File: src/rtl/mac_pkg.sv
// rtl/mac_pkg.sv - shared types and constants for the product accumulator
package mac_pkg;

  typedef enum logic {
    MAC_ACC = 1'b0,
    MAC_OUT = 1'b1
  } mac_state_e;

  localparam int MAC_ACC_W     = 12;
  localparam int MAC_MAX_TERMS = 16;

  // Width needed to hold a term count of 0..max_terms inclusive.
  function automatic int mac_count_w(input int max_terms);
    return $clog2(max_terms + 1);
  endfunction

endpackage

File: src/rtl/mac_accumulator.sv
// rtl/mac_accumulator.sv - sums multiplier products into one result per group
module mac_accumulator
  import mac_pkg::*;
#(
  parameter int ACC_W     = MAC_ACC_W,
  parameter int MAX_TERMS = MAC_MAX_TERMS,
  localparam int CNT_W    = mac_count_w(MAX_TERMS)
) (
  input  logic             clk,
  input  logic             rst,
  input  logic             in_valid,
  output logic             in_ready,
  input  logic [7:0]       product,
  input  logic             last,
  output logic             out_valid,
  input  logic             out_ready,
  output logic [ACC_W-1:0] out_sum,
  output logic [CNT_W-1:0] out_count,
  output logic             out_overflow
);

  mac_state_e       state, next_state;
  logic [ACC_W-1:0] acc;
  logic [CNT_W-1:0] cnt;
  logic             ovf;
  logic [ACC_W:0]   sum;
  logic             accept;
  logic             closing;
  logic             xfer;

  assign sum     = {1'b0, acc} + {{(ACC_W - 7){1'b0}}, product};
  assign accept  = in_valid && in_ready;
  // last and the term limit may coincide; either alone closes the group.
  assign closing = last || (cnt == CNT_W'(MAX_TERMS - 1));
  assign xfer    = (state == MAC_OUT) && out_ready;

  always_comb begin
    next_state = state;
    case (state)
      MAC_ACC: if (accept && closing) next_state = MAC_OUT;
      MAC_OUT: if (out_ready) next_state = MAC_ACC;
      default: next_state = MAC_ACC;
    endcase
  end

  always_ff @(posedge clk) begin
    if (rst) state <= MAC_ACC;
    else     state <= next_state;
  end

  always_ff @(posedge clk) begin
    if (rst || xfer) begin
      acc <= '0;
      cnt <= '0;
      ovf <= 1'b0;
    end else if (accept) begin
      acc <= sum[ACC_W-1:0];
      cnt <= cnt + 1'b1;
      ovf <= ovf | sum[ACC_W];
    end
  end

  // Handshake outputs decode the state register; rst only masks acceptance.
  assign in_ready     = (state == MAC_ACC) && !rst;
  assign out_valid    = (state == MAC_OUT);
  assign out_sum      = acc;
  assign out_count    = cnt;
  assign out_overflow = ovf;

endmodule

File: config.mk
export PLATFORM = sky130hd
export DESIGN_NAME = mac_accumulator
export DESIGN_NICKNAME = d
export VERILOG_FILES = /design/src/rtl/mac_pkg.sv /design/src/rtl/mac_accumulator.sv
export SDC_FILE = /design/constraint.sdc
export NUM_CORES = 1
export LEC_CHECK = 0
export CORE_MARGIN = 5
export CORE_UTILIZATION = 41
export CTS_CLUSTER_DIAMETER = 50
export DETAILED_ROUTE_END_ITERATION = 6
export PLACE_DENSITY = 0.72
export SLEW_MARGIN = 30
export SYNTH_ARGS = -nofsm -noshare
export SYNTH_HDL_FRONTEND = slang
export SYNTH_SLANG_ARGS = --single-unit
File: constraint.sdc
create_clock -name clk -period 2.4 [get_ports clk]
set_clock_uncertainty 0.2 [all_clocks]
set_input_delay 0.24 -clock clk [delete_from_list [all_inputs] [get_ports clk]]
set_output_delay 0.24 -clock clk [all_outputs]
set_load 0.005 [all_outputs]
# Yosys cells after proc, flatten, opt, wreduce, memory -nomap -nowiden
# Cells that the tools add are included.
dict set report word_totals {
  ff_bits 19
  input_bits 13
  output_inout_bits 20
  word_cells 19
}
dict set report classes {
  add_sub_neg 2
  eq_ne 1
  mux 3
  n_bitwise 2
  n_reduce_logical 7
}
# op count
set op_table {}
lappend op_table {{$add 12x8->13} 1}
lappend op_table {{$add 5x1->5 const B} 1}
lappend op_table {{$eq 5x4->1 const B} 1}
lappend op_table {{$logic_and 1x1->1} 4}
lappend op_table {{$logic_or 1x1->1} 2}
lappend op_table {{$mux 1} 2}
lappend op_table {{$pmux 1 s2} 1}
lappend op_table {{$logic_not 1->1} 1}
lappend op_table {{$not 1->1} 1}
lappend op_table {{$or 1x1->1} 1}

# Depth between registers and ports, before layout
dict set report logic_depth {
  depth_word 6
  depth_mapped 7
  ltp_nobuf 7
}

# Worst setup path before layout
# No wires, ideal clock.
dict set report synth_path {
  kind {flip-flop to flip-flop}
  start {reg acc[0], in the netlist out_sum[0]}
  end {reg acc[8], in the netlist out_sum[8]}
  setup_ns 0.128
  t_arrival_ns 1.784
  required_ns 2.072
  slack_ns 0.288
  path_stages_with_launch 8
  path_buffers 0
  period_less_slack_ns 2.112
  path_cell_list {dfxtp_1 ha_1 fa_1 a21oi_1 o2111ai_2 o311ai_2 xor2_1 nor2_1}
}
dict set report synth_between {
  elab_chain_cells 1
}
# item line_no
set synth_lines {}
lappend synth_lines {{start: declaration} mac_accumulator.sv:23} ;# logic [ACC_W-1:0] acc;
lappend synth_lines {{start signal: assignment} mac_accumulator.sv:57} ;# acc <= sum[ACC_W-1:0];
lappend synth_lines {{$add 12x8->13} mac_accumulator.sv:31} ;# assign sum = {1'b0, acc} + {{(ACC_W - 7){1'b0}}, product};
# Every way passes these cells.
# A chain may end at the register's enable or synchronous reset.

# Final worst setup path
dict set report layout_path {
  start {in product[0]}
  end {reg acc[8], in the netlist out_sum[8]}
}
dict set report layout_between {
  elab_chain_cells 1
}
# item line_no
set layout_lines {}
lappend layout_lines {{start: declaration} mac_accumulator.sv:13} ;# input logic [7:0] product,
lappend layout_lines {{$add 12x8->13} mac_accumulator.sv:31}
# Every way passes these cells.

==> impl_metrics.csv <==
group,metric,value,unit
cells_and_area,areaGrowthSynthToFinish,38.1,%
yosys,synth_xor_area_frac,0.0744,
cells_and_area,final_common_cell,"clkdlybuf4s50_1",
hold_path,hold_path.class,"reg2reg",
clocking,holdBufCountCts,0,
yosys,synth_area_leaders,"dfxtp_1, ha_1, o21ai_0, nor2_1, xor2_1",
power_and_ir_drop,ir_drop,0.000353,V
power_and_ir_drop,leakagePower,0.572,nW
detailed_routing,drt-initial-drc-count,14,
critical_path,crit_fanout,3,
floorplanning,design.core.area,2480,µm²
sta,fmax,445,MHz
clocking,post_cts_buffers,0,
critical_path,crit_arrival,2.24,ns
floorplanning,start_util,0.428,
yosys,synth.top_cell.area_share,0.359,
place,dp_slack,-0.170,ns
clocking,clock-sinks,19,
yosys,synth_compound_area_frac,0.217,
detailed_routing,wirelength,2350,µm
sta,final_max_slew_viol_count,0,
sta,hold_viol,0,
yosys,synth.distinct_cells,31,
cells_and_area,layout_common_cells,"clkdlybuf4s50_1, dfxtp_1, nor2_1",
power_and_ir_drop,power.density,523,nW/µm²
sta,period_share,0.937,
yosys,ys_ff_latch,19,
clocking,clkTransAtPathRegs,0.11,ns
sta,layout_setup_ws,0.152,ns
clocking,cts_max_path_buffers,2,
critical_path,path_buf_inv,1,
place,place.port_buffers,32,
flow_run,drv_cap,0,
yosys,synthAdderAreaFrac,0.137,
floorplanning,io_pins,33,
grt,grt_pass1_wl,3910,µm
clocking,cts_buffers,3,
yosys,synth_top_family_by_area,"compound AO/OA/AOI/OAI gates",
cells_and_area,drive_gt1_frac,0.0714,
clocking,ctsRootBufferMaster,"clkbuf_4",
sta,fin_setup_tns,0,ns
floorplanning,die_x,60.8,µm
grt,grt.total_usage,0.138,
clocking,h-tree-depth,1,
sta,worst_slew_pin_slew,0.355,ns
place,gp_congestion,0.767,
yosys,synthCells,117,
critical_path,criticalPathCategory,"in2reg",
critical_path,crit_chain,"clkdlybuf4s50_1 -> ha_1 -> fa_1 -> a21oi_1 -> o2111ai_2 -> o311ai_4 -> xor2_1 -> nor2_1",
critical_path,critPathSlowestCell,"clkdlybuf4s50_1",
critical_path,critPathTopFamily,"compound AO/OA/AOI/OAI gates",
yosys,synth_area,1060,µm²
sta,final-setup-viol-count,0,
detailed_routing,antenna_left,0,
cells_and_area,nets,179,
critical_path,cp-start-kind,"primary input",
critical_path,crit_path_end_kind,"register",
cells_and_area,regArea,380,µm²
detailed_routing,wire_per_inst,12.8,µm
grt,grt_pass1_vias,920,
yosys,ys_seq_area_frac,0.359,
critical_path,worstPathRequired,2.39,ns
clocking,cts_tree,"yes",
sta,whs,0.268,ns
floorplanning,rows,18,
cells_and_area,fillers,229,
sta,min_period,2.25,ns
critical_path,crit_path_max_incr_delay,0.41,ns
yosys,synthMuxAreaShare,0.0390,
yosys,synth-simple-area-share,0.140,
cells_and_area,fin_util,0.591,
cells_and_area,multi_input_comb_area,654,µm²
sta,relSlewSlack,0.763,
cells_and_area,diodes,0,
floorplanning,die_y,60.8,µm
sta,rsz0062_at_grt,"no",
yosys,yosysWarnings,0,
detailed_routing,vias,962,
clocking,clk-insertion-delay-late,0.29,ns
floorplanning,die_area,3700,µm²
detailed_routing,routed_via_density,5.23,
detailed_routing,drt_first_pass_iters,6,
status,status,"complete, no violations",
grt,overflow,0,
yosys,syn_area_per_cell,9.06,µm²
grt,grt_start_max_net_pins,13,
yosys,synth_nets,141,
yosys,synth_top_area_cell,"dfxtp_1",
place,dp_hpwl,1900,µm
detailed_routing,drc,0,
grt,antenna_found_initial,0,
-- worst paths after layout --
path,startpoint,to,slack (ns),cells past startpoint
min reg2reg,out_overflow$_SDFFE_PP0P_,out_overflow$_SDFFE_PP0P_,0.27,2
max,product[0],out_sum[8]$_SDFFE_PP0P_,0.15,8
min,out_overflow$_SDFFE_PP0P_,out_overflow$_SDFFE_PP0P_,0.27,2
max reg2reg,out_sum[0]$_SDFFE_PP0P_,out_sum[8]$_SDFFE_PP0P_,0.19,7
-- repair_timing --
| item | in CTS | in global routing |
|---|---|---|
| setup endpoints to repair | 0 | 1 |
| gates resized for setup | 0 | 1 |
| endpoints found under the hold margin | 0 | 0 |
-- metal layers --
metal  share of wire  GRT usage  vias up
met3           0.048     0.0319        2
met4          0.0093     0.0402        0
met1            0.44      0.168      442
li1                -          -      503
met2            0.50      0.243       15
met5               0          0        -
-- worst reg2reg max path: cells and delay by family (launching register included) --
kind	cells	cell delay (ns)
DFF	1	0.34
adders and majority gates	2	0.62
and+or+nand+nor	1	0.05
xor gates and xnor gates	1	0.18
AOI/OAI and AO/OA	3	0.72
-- cell type report --
| cell class | count | share of cell area |
|---|---|---|
| tap | 30 | 0.0256 |
| clock buffer | 4 | 0.0179 |
| multi-input combinational | 91 | 0.447 |
| timing repair buffer | 36 | 0.239 |
| inverter | 4 | 0.0103 |
| sequential | 19 | 0.260 |
-- power breakdown --
part	switching, mW	leakage (nW)	internal [mW]
registers	0.0181	0.155	0.337
clock network	0.0973	0.0150	0.0645
logic	0.115	0.402	0.134
-- synth_stat cells --
master	number
a211oi_1	4
a21o_1	2
a21oi_1	7
a22o_1	4
a31oi_1	1
and2_1	1
and3_1	1
buf_2	1
buf_6	1
clkbuf_1	1
dfxtp_1	19
fa_1	1
ha_1	10
inv_1	4
mux2_2	1
mux2i_1	3
nand2_1	9
nand2b_1	1
nand3_1	2
nand4_1	2
nor2_1	13
nor2_2	1
o2111ai_2	1
o211ai_1	1
o21ai_0	10
o21ai_1	1
o311ai_2	1
o31ai_1	2
or3_1	3
xnor2_1	4
xor2_1	5
-- through the flow --
stage          instances  instance area (µm²)  total power, mW
2_1_floorplan        117                 1060            0.508
3_3_place_gp         180                 1430            0.603
3_5_place_dp         180                 1430            0.607
4_1_cts              184                 1450            0.772
5_1_grt              184                 1460            0.824
6_report             184                 1460            0.765
-- sequential cells by signal, summed over array words and instances, names as in the netlist --
name          cells
out_count         5
out_sum          12
out_overflow      1
out_valid         1
-- cell families after synthesis --
group,after synthesis
flops,19
simple gates,33
buf+inv,7
compound gates,34
xor+xnor,9
mux,4
fa+ha+maj,11
(Power assumes the default switching activity.)
